--- config.mk ---
export PLATFORM = sky130hd
export DESIGN_NAME = sf_result_pipe_flat
export DESIGN_NICKNAME = d
export VERILOG_FILES = /design/src/rtl/sf_result_pipe_if.sv /design/src/rtl/sf_result_pipe.sv /design/src/flat_wrapper.sv
export SDC_FILE = /design/constraint.sdc
export NUM_CORES = 1
export LEC_CHECK = 0
export CAP_MARGIN = 10
export CORE_UTILIZATION = 46
export DETAILED_ROUTE_END_ITERATION = 6
export PLACE_DENSITY = 0.81
export SLEW_MARGIN = 20
export SYNTH_ARGS = -nofsm -noshare
export SYNTH_HDL_FRONTEND = slang
export SYNTH_SLANG_ARGS = --single-unit
export TNS_END_PERCENT = 20
--- constraint.sdc ---
create_clock -name clk -period 13.5 [get_ports clk]
set_input_delay 3.375 -clock clk [delete_from_list [all_inputs] [get_ports clk]]
set_output_delay 3.375 -clock clk [all_outputs]
set_load 0.005 [all_outputs]
--- src/rtl/sf_result_pipe_if.sv ---
// Handshake/result bundle for sf_result_pipe: incoming results, control,
// forwarding lookup and register-file writeback.
interface sf_result_pipe_if #(
  parameter int REG_ADDR_WD = 7,
  parameter int REG_DATA_WD = 128
);
  logic                   in_valid;
  logic [REG_ADDR_WD-1:0] in_RT_addr;
  logic [REG_DATA_WD-1:0] in_RT_data;
  logic                   stall;
  logic                   flush;
  logic [REG_ADDR_WD-1:0] fwd_addr;
  logic                   fwd_hit;
  logic [REG_DATA_WD-1:0] fwd_data;
  logic                   wb_en;
  logic [REG_ADDR_WD-1:0] wb_addr;
  logic [REG_DATA_WD-1:0] wb_data;
  logic [2:0]             inflight_cnt;

  modport master (
    output in_valid, in_RT_addr, in_RT_data, stall, flush, fwd_addr,
    input  fwd_hit, fwd_data, wb_en, wb_addr, wb_data, inflight_cnt
  );

  modport slave (
    input  in_valid, in_RT_addr, in_RT_data, stall, flush, fwd_addr,
    output fwd_hit, fwd_data, wb_en, wb_addr, wb_data, inflight_cnt
  );
endinterface

--- src/rtl/sf_result_pipe.sv ---
// Delays simple-fixed results by UNIT_LATENCY stages before register writeback.
// Define SF_RESULT_PIPE_FWD_EN to build the in-flight operand forwarding lookup.
module sf_result_pipe #(
  parameter int REG_ADDR_WD  = 7,
  parameter int REG_DATA_WD  = 128,
  parameter int UNIT_LATENCY = 2
) (
  input logic             clk,
  input logic             rst,
  sf_result_pipe_if.slave pipe
);
  logic [UNIT_LATENCY-1:0] stageValid_q, stageValid_d;
  logic [REG_ADDR_WD-1:0]  stageAddr_q [UNIT_LATENCY];
  logic [REG_ADDR_WD-1:0]  stageAddr_d [UNIT_LATENCY];
  logic [REG_DATA_WD-1:0]  stageData_q [UNIT_LATENCY];
  logic [REG_DATA_WD-1:0]  stageData_d [UNIT_LATENCY];
  logic [2:0]              inflightCnt;

  // Flush only kills valid bits; stale addr/data are harmless once invalid.
  always_comb begin
    stageValid_d = stageValid_q;
    stageAddr_d  = stageAddr_q;
    stageData_d  = stageData_q;
    if (pipe.flush) begin
      stageValid_d = '0;
    end else if (!pipe.stall) begin
      stageValid_d[0] = pipe.in_valid;
      stageAddr_d[0]  = pipe.in_RT_addr;
      stageData_d[0]  = pipe.in_RT_data;
      for (int i = 1; i < UNIT_LATENCY; i++) begin
        stageValid_d[i] = stageValid_q[i-1];
        stageAddr_d[i]  = stageAddr_q[i-1];
        stageData_d[i]  = stageData_q[i-1];
      end
    end
  end

  always_ff @(posedge clk or posedge rst) begin
    if (rst) begin
      stageValid_q <= '0;
      for (int i = 0; i < UNIT_LATENCY; i++) begin
        stageAddr_q[i] <= '0;
        stageData_q[i] <= '0;
      end
    end else begin
      stageValid_q <= stageValid_d;
      for (int i = 0; i < UNIT_LATENCY; i++) begin
        stageAddr_q[i] <= stageAddr_d[i];
        stageData_q[i] <= stageData_d[i];
      end
    end
  end

  always_comb begin
    inflightCnt = '0;
    for (int i = 0; i < UNIT_LATENCY; i++) begin
      inflightCnt = inflightCnt + 3'(stageValid_q[i]);
    end
  end

  assign pipe.inflight_cnt = inflightCnt;
  assign pipe.wb_en        = stageValid_q[UNIT_LATENCY-1] & ~pipe.stall & ~pipe.flush;
  assign pipe.wb_addr      = stageAddr_q[UNIT_LATENCY-1];
  assign pipe.wb_data      = stageData_q[UNIT_LATENCY-1];

`ifdef SF_RESULT_PIPE_FWD_EN
  logic                   fwdHit;
  logic [REG_DATA_WD-1:0] fwdData;

  // Scan oldest to youngest so the youngest match is the one left standing.
  always_comb begin
    fwdHit  = 1'b0;
    fwdData = '0;
    for (int i = UNIT_LATENCY - 1; i >= 0; i--) begin
      if (stageValid_q[i] && (stageAddr_q[i] == pipe.fwd_addr)) begin
        fwdHit  = 1'b1;
        fwdData = stageData_q[i];
      end
    end
  end

  assign pipe.fwd_hit  = fwdHit;
  assign pipe.fwd_data = fwdData;
`else
  assign pipe.fwd_hit  = 1'b0;
  assign pipe.fwd_data = '0;
`endif
endmodule

--- src/flat_wrapper.sv ---
// flat-port wrapper written by rule: the top's interface ports become plain ports
module sf_result_pipe_flat 
#(
  parameter int REG_ADDR_WD  = 7,
  parameter int REG_DATA_WD  = 128,
  parameter int UNIT_LATENCY = 2
)
  (clk, rst, pipe_in_valid, pipe_in_RT_addr, pipe_in_RT_data, pipe_stall, pipe_flush, pipe_fwd_addr, pipe_fwd_hit, pipe_fwd_data, pipe_wb_en, pipe_wb_addr, pipe_wb_data, pipe_inflight_cnt);
  sf_result_pipe_if #(.REG_ADDR_WD(REG_ADDR_WD), .REG_DATA_WD(REG_DATA_WD)) pipe_i ();
  input logic clk;
  input logic rst;
  input wire logic [$bits(pipe_i.in_valid)-1:0] pipe_in_valid;
  input wire logic [$bits(pipe_i.in_RT_addr)-1:0] pipe_in_RT_addr;
  input wire logic [$bits(pipe_i.in_RT_data)-1:0] pipe_in_RT_data;
  input wire logic [$bits(pipe_i.stall)-1:0] pipe_stall;
  input wire logic [$bits(pipe_i.flush)-1:0] pipe_flush;
  input wire logic [$bits(pipe_i.fwd_addr)-1:0] pipe_fwd_addr;
  output wire logic [$bits(pipe_i.fwd_hit)-1:0] pipe_fwd_hit;
  output wire logic [$bits(pipe_i.fwd_data)-1:0] pipe_fwd_data;
  output wire logic [$bits(pipe_i.wb_en)-1:0] pipe_wb_en;
  output wire logic [$bits(pipe_i.wb_addr)-1:0] pipe_wb_addr;
  output wire logic [$bits(pipe_i.wb_data)-1:0] pipe_wb_data;
  output wire logic [$bits(pipe_i.inflight_cnt)-1:0] pipe_inflight_cnt;
  assign pipe_i.in_valid = pipe_in_valid;
  assign pipe_i.in_RT_addr = pipe_in_RT_addr;
  assign pipe_i.in_RT_data = pipe_in_RT_data;
  assign pipe_i.stall = pipe_stall;
  assign pipe_i.flush = pipe_flush;
  assign pipe_i.fwd_addr = pipe_fwd_addr;
  assign pipe_fwd_hit = pipe_i.fwd_hit;
  assign pipe_fwd_data = pipe_i.fwd_data;
  assign pipe_wb_en = pipe_i.wb_en;
  assign pipe_wb_addr = pipe_i.wb_addr;
  assign pipe_wb_data = pipe_i.wb_data;
  assign pipe_inflight_cnt = pipe_i.inflight_cnt;
  sf_result_pipe #(.REG_ADDR_WD(REG_ADDR_WD), .REG_DATA_WD(REG_DATA_WD), .UNIT_LATENCY(UNIT_LATENCY)) u_core (.clk(clk), .rst(rst), .pipe(pipe_i));
endmodule
==> flow_metrics.env, run 1 <==
export IMPL_outcome="finished clean"
export IMPL_p_leak_nw=6.24
export IMPL_clockBufferDepth=3
export IMPL_antenna_found_initial=1
export IMPL_drc=0
export IMPL_worst_slew_pin_slew_ps=1090
export IMPL_hpwl_um=13700
export IMPL_die_area_um2=27100
export IMPL_clock_sinks=272
export IMPL_grt_overflow=0
export IMPL_wl_per_cell_um=15.0
export IMPL_path_clk_slew_ps=60
export IMPL_critical_path_class="in2out"
export IMPL_yosysUniqueCellTypes=12
export IMPL_clockPowerShare_pct=33.0
export IMPL_post_cts_buffers=0
export IMPL_post_route_min_period_ps=8090
export IMPL_sequentialPowerShare_pct=46.4
export IMPL_min_period_over_period_pct=60.0
export IMPL_vias_per_cell=4.45
export IMPL_tritoncts="done"
export IMPL_grt_pass1_vias=5937
export IMPL_stdcell_area_um2=14500
export IMPL_swShare_pct=23.2
export IMPL_clk_latency_ps=530
export IMPL_p_comb_share_pct=20.7
export IMPL_antenna_cells=0
export IMPL_fin_setup_tns_ps=0
export IMPL_startpoint_type="input pin"
export IMPL_relSlewSlack_pct=27.1
export IMPL_rsz0062_at_grt="false"
export IMPL_worstPathMaxFanout=3
export IMPL_grt_total_usage_pct=14.6
export IMPL_die_width_um=165
export IMPL_wl_um=20200
export IMPL_crit_end="pipe_wb_en"
export IMPL_crit_slowest_cell="clkdlybuf4s50_1"
export IMPL_cts_root_buf="clkbuf_16"
export IMPL_r2r_cells=1
export IMPL_crit_start="pipe_stall"
export IMPL_p_per_area_nw_per_um2=156
export IMPL_finalClockSkew_ps=5.20
export IMPL_grt_max_degree=189
export IMPL_setup_viol=0
export IMPL_pin_count=415
export IMPL_synth_seq_cells=272
export IMPL_drive_above_1_share_pct=31.3
export IMPL_timing_hold_ws_ps=498
export IMPL_critPathArrivalTime_ps=4720
export IMPL_reg2reg_slack_ps=12710
export IMPL_hold_viol=0
export IMPL_initial_utilization_pct=46.8
export IMPL_maxCapViolations=0
export IMPL_p_int_mw=1.74
export IMPL_ant_nets=0
export IMPL_r2r_end="u_core.pipe.wb_data[43]$_DFFE_PP0P_"
export IMPL_dpl_cell_area_um2=13600
export IMPL_dp_cells=1296
export IMPL_syn_to_final_growth_pct=19.5
export IMPL_core_um2=26000
export IMPL_p_switching_mw=0.526
export IMPL_io_buffers=277
export IMPL_path_cells="clkdlybuf4s50_1 > nor2_4 > and2_1 > clkdlybuf4s50_1"
export IMPL_rows=59
export IMPL_cp_end_kind="primary output"
export IMPL_dr_pass1_iters=4
export IMPL_syn_avg_cell_area_um2=14.4
export IMPL_synth_cells=845
export IMPL_r2r_start="u_core.pipe.wb_data[43]$_DFFE_PP0P_"
export IMPL_timing_final_ws_setup_ps=5410
export IMPL_critPathMaxStageDelay_ps=530
export IMPL_grt_pass1_wl_um=31500
export IMPL_finalNetCount=1140
export IMPL_vias=6001
export IMPL_mappedNetlistArea_um2=12200
export IMPL_hold_buffers=0
export IMPL_gp_congestion=0.719
export IMPL_drtIter0Drc=187
export IMPL_worstPathRequired_ps=10120
export IMPL_ctsResizeCount=0
export IMPL_slew_viol_final=0
export IMPL_fmax_ghz=0.124
export IMPL_yosysWarnings=0
export IMPL_vdd_ir_drop_max_mv=0.107
export IMPL_h_tree_depth=1
export IMPL_die_height_um=165
export IMPL_yosysSeqAreaShare_pct=55.9
export IMPL_numCtsBuffers=29
export IMPL_instances_no_fill=1348
export IMPL_cp_common_cell="clkdlybuf4s50_1"
export IMPL_place_ws_ps=5390
export IMPL_hold_path_class="reg2reg"
## routing by layer
metal	routed length, µm	GRT usage, %	up-vias
li1	-	-	2745
met1	7650	16.8	2975
met2	10100	25.0	237
met3	1880	5.25	42
met4	545	4.92	2
met5	13	0	-
## Yosys cell counts
| master | number | area share, % |
|---|---|---|
| mux2i_1 | 2 | 0.16 |
| nor2_1 | 2 | 0.062 |
| mux2_2 | 270 | 25 |
| and2_1 | 1 | 0.051 |
| buf_6 | 19 | 1.8 |
| buf_4 | 267 | 16 |
| inv_1 | 1 | 0.031 |
| buf_2 | 8 | 0.33 |
| nor2_4 | 1 | 0.093 |
| conb_1 | 1 | 0.031 |
| dfrtp_1 | 272 | 56 |
| ha_1 | 1 | 0.10 |
## sequential cells by signal, indices dropped and copies added, names as in the netlist
register,flops
u_core.pipe.wb_data,128
u_core.stageData_q,128
u_core.pipe.wb_addr,7
u_core.stageAddr_q,7
u_core.stageValid_q,2
## worst max-delay path, delay by kind of cell
kind	cells	cell delay [ps]
buf+inv	2	1030
simple gates	2	300
## cell type report
class | count | area [µm²]
clock inverter | 7 | 63.8
multi-input combinational | 407 | 3590
tap | 335 | 419
clock buffer | 45 | 836
sequential | 272 | 6810
inverter | 1 | 11.3
timing repair buffer | 281 | 2820
fill | 2086 | 11400
## how the worst min path moves through the flow
| stage | startpoint | slack (ps) | end | cells past startpoint |
|---|---|---|---|---|
| after floorplan | u_core.stageAddr_q[10]$_DFFE_PP0P_ | 470 | u_core.stageAddr_q[10]$_DFFE_PP0P_ | 1 |
| after global placement | u_core.stageData_q[207]$_DFFE_PP0P_ | 480 | u_core.pipe.wb_data[79]$_DFFE_PP0P_ | 1 |
| after detailed placement | u_core.stageData_q[235]$_DFFE_PP0P_ | 490 | u_core.pipe.wb_data[107]$_DFFE_PP0P_ | 1 |
| after CTS | u_core.stageData_q[173]$_DFFE_PP0P_ | 500 | u_core.pipe.wb_data[45]$_DFFE_PP0P_ | 1 |
| after global routing | u_core.stageData_q[194]$_DFFE_PP0P_ | 510 | u_core.stageData_q[194]$_DFFE_PP0P_ | 1 |
| final | u_core.stageData_q[236]$_DFFE_PP0P_ | 500 | u_core.stageData_q[236]$_DFFE_PP0P_ | 1 |
## power by group through the flow
stage / Clock (mW) / Sequential [mW] / Combinational (mW)
after floorplan: 0 / 1.04 / 0.368
after global placement: 0 / 1.06 / 0.464
after detailed placement: 0 / 1.07 / 0.474
after CTS: 0.776 / 1.05 / 0.477
after global routing: 0.803 / 1.07 / 0.508
final: 0.747 / 1.05 / 0.468
## kinds of logic (layout without fill, tap and decap cells)
group                    after synthesis  count (layout)  share of synthesized area, %
other                                  1             130                        0.0308
multiplexers                         272             272                          25.1
buffers and inverters                295             334                          18.6
flip-flops                           272             272                          55.9
adder cells (fa/ha/maj)                1               1                         0.103
AND/OR/NAND/NOR                        4               4                         0.206
## layout by cell type (no fill, tap or decap)
cell	Yosys	routed
ha_1	1	1
inv_6	0	1
conb_1	1	130
nor2_4	1	1
buf_4	267	2
clkdlybuf4s50_1	0	277
clkbuf_1	0	11
mux2_2	270	270
dfrtp_1	272	272
and2_1	1	1
mux2i_1	2	2
buf_6	19	1
buf_12	0	1
bufinv_16	0	1
inv_8	0	1
nor2_1	2	2
clkinv_2	0	5
clkbuf_8	0	5
clkbuf_16	0	29
## metrics by stage
stage                     util [%]  power [mW]
after global routing          56.0        2.38
final                         56.0        2.27
after floorplan                  -        1.41
after global placement        52.5        1.52
after CTS                     55.9        2.31
after detailed placement      52.5        1.54
No activity file was read; power rests on OpenSTA's default activity.
==> run 2: changes to the inputs <==
CORE_UTILIZATION = 42   (was 46)
PLACE_DENSITY = 0.78   (was 0.81)
clock period = 7 ns   (was 13.5 ns; I/O delays follow)
==> run 2 against run 1 <==
Global-route usage shrank 1.1 points. Clock power up 100%. Non-clock buffer count grew 1. Combinational power is 93% higher. Sequential share of layout area fell by 0.40 points. Count of clock-buffer cells in the layout decreased by 1. Sequential power is 93% higher. Power grew 96%. Critical path type unchanged. Critical endpoint unchanged. Largest power group unchanged. Highest routed layer is now met4.
==> flow_metrics.env, run 2 (same netlist as run 1, synthesis figures left out) <==
export IMPL_h_tree_depth=1
export IMPL_clock_sinks=272
export IMPL_worstPathMaxFanout=3
export IMPL_drive_above_1_share_pct=31.8
export IMPL_swShare_pct=23.0
export IMPL_hold_path_class="reg2reg"
export IMPL_tritoncts="done"
export IMPL_r2r_cells=1
export IMPL_die_height_um=172
export IMPL_fmax_ghz=0.206
export IMPL_hpwl_um=13700
export IMPL_initial_utilization_pct=43.2
export IMPL_startpoint_type="input pin"
export IMPL_post_cts_buffers=0
export IMPL_cp_depth=4
export IMPL_maxCapViolations=0
export IMPL_die_width_um=172
export IMPL_critical_path_top_delay_family="buffers and inverters"
export IMPL_gp_congestion=0.714
export IMPL_setup_viol=0
export IMPL_antenna_found_initial=0
export IMPL_hp_start="u_core.stageData_q[217]$_DFFE_PP0P_"
export IMPL_place_ws_ps=2120
export IMPL_final_cell_mix="clkdlybuf4s50_1, dfrtp_1, mux2_2, conb_1, clkbuf_16"
export IMPL_grt_total_usage_pct=13.5
export IMPL_reg2reg_slack_ps=6210
export IMPL_worst_slew_pin_slew_ps=1050
export IMPL_rows=61
export IMPL_rsz0062_at_grt="false"
export IMPL_finalClockSkew_ps=5.18
export IMPL_timing_final_ws_setup_ps=2140
export IMPL_p_per_area_nw_per_um2=303
export IMPL_r2r_end="u_core.pipe.wb_data[40]$_DFFE_PP0P_"
export IMPL_core_um2=28200
export IMPL_dr_pass1_iters=4
export IMPL_p_int_mw=3.42
export IMPL_vdd_ir_drop_max_mv=0.207
export IMPL_cp_common_cell="clkdlybuf4s50_1"
export IMPL_clockPowerShare_pct=34.0
export IMPL_hold_viol=0
export IMPL_p_switching_mw=1.02
export IMPL_final_common_cell="clkdlybuf4s50_1"
export IMPL_cts_root_buf="clkbuf_16"
export IMPL_finalNetCount=1141
export IMPL_relSlewSlack_pct=30.1
export IMPL_slew_viol_final=0
export IMPL_path_cells="clkdlybuf4s50_1 > nor2_4 > and2_1 > clkdlybuf4s50_1"
export IMPL_min_period_over_period_pct=69.5
export IMPL_wl_met2_um=10200
export IMPL_p_leak_nw=6.26
export IMPL_ant_nets=0
export IMPL_wl_per_cell_um=14.6
export IMPL_grt_pass1_wl_um=31900
export IMPL_worstPathRequired_ps=5250
export IMPL_post_route_min_period_ps=4860
export IMPL_io_buffers=277
export IMPL_die_area_um2=29700
export IMPL_p_comb_share_pct=20.4
export IMPL_cp_end_kind="primary output"
export IMPL_vias_per_cell=4.35
export IMPL_crit_end="pipe_wb_en"
export IMPL_r2r_start="u_core.pipe.wb_data[40]$_DFFE_PP0P_"
export IMPL_fin_setup_tns_ps=0
export IMPL_grt_max_degree=186
export IMPL_crit_slowest_cell="clkdlybuf4s50_1"
export IMPL_critPathArrivalTime_ps=3110
export IMPL_crit_start="pipe_stall"
export IMPL_drc=0
export IMPL_final_core_utilization_pct=52.1
export IMPL_met3_length_um=2000
export IMPL_crit_buf_inv=2
export IMPL_drtIter0Drc=220
export IMPL_syn_to_final_growth_pct=20.5
export IMPL_clockBufferDepth=3
export IMPL_grt_overflow=0
export IMPL_vias=6061
export IMPL_ctsResizeCount=0
export IMPL_sequentialPowerShare_pct=45.7
export IMPL_critPathMaxStageDelay_ps=550
export IMPL_highest_layer="met4"
export IMPL_critical_path_class="in2out"
export IMPL_outcome="finished clean"
export IMPL_wl_um=20400
export IMPL_path_clk_slew_ps=60
export IMPL_hold_buffers=0
export IMPL_grt_pass1_vias=6207
export IMPL_clk_latency_ps=520
export IMPL_m1WireLength_um=7540
export IMPL_pin_count=415
export IMPL_numCtsBuffers=29
==> run 2: cell types whose count changed in the layout (fill, tap and decap cells not counted), sizes merged <==
cell	change
diode	+1
clkbuf	-1
clkinv	-1
inv	-2
buf	+1
bufinv	+1
clkinvlp	+3
==> run 2: metal layers <==
layer	vias up	GRT usage [%]
met5	-	0
met4	0	4.50
met3	42	5.17
met2	258	23.5
met1	3033	14.9
li1	2728	-
==> run 2: worst min-delay path by stage <==
| stage | to | cells after the start |
|---|---|---|
| floorplan | u_core.stageAddr_q[10]$_DFFE_PP0P_ | 1 |
| global placement | u_core.pipe.wb_data[30]$_DFFE_PP0P_ | 1 |
| detailed placement | u_core.stageData_q[248]$_DFFE_PP0P_ | 1 |
| CTS | u_core.pipe.wb_data[94]$_DFFE_PP0P_ | 1 |
| global route | u_core.stageData_q[217]$_DFFE_PP0P_ | 1 |
| finish | u_core.pipe.wb_data[89]$_DFFE_PP0P_ | 1 |
==> run 2: through the flow <==
| stage | cell area [µm²] | power (mW) | std cells | hold WS (ps) |
|---|---|---|---|---|
| finish | 14700 | 4.44 | 1393 | 498 |
| global route | 14700 | 4.67 | 1392 | 511 |
| CTS | 14700 | 4.52 | 1392 | 497 |
| detailed placement | 13700 | 2.97 | 1340 | 490 |
| global placement | 13700 | 2.94 | 1340 | 480 |
| floorplan | 12700 | 2.72 | 974 | 475 |
==> run 2: power by group through the flow <==
stage               Clock (mW)  Sequential [mW]  Combinational (mW)
floorplan                    0             2.01               0.710
global placement             0             2.04               0.900
detailed placement           0             2.06               0.916
CTS                       1.57             2.03               0.922
global route              1.62             2.07               0.984
finish                    1.51             2.03               0.904
==> run 2: final cells by class <==
class                      instances  area (µm²)
multi-input combinational        407        3590
fill                            2420       13500
tap                              378         473
antenna                            1        2.50
inverter                           1        7.51
clock buffer                      44         862
sequential                       272        6810
timing repair buffer             282        2840
clock inverter                     8        95.1
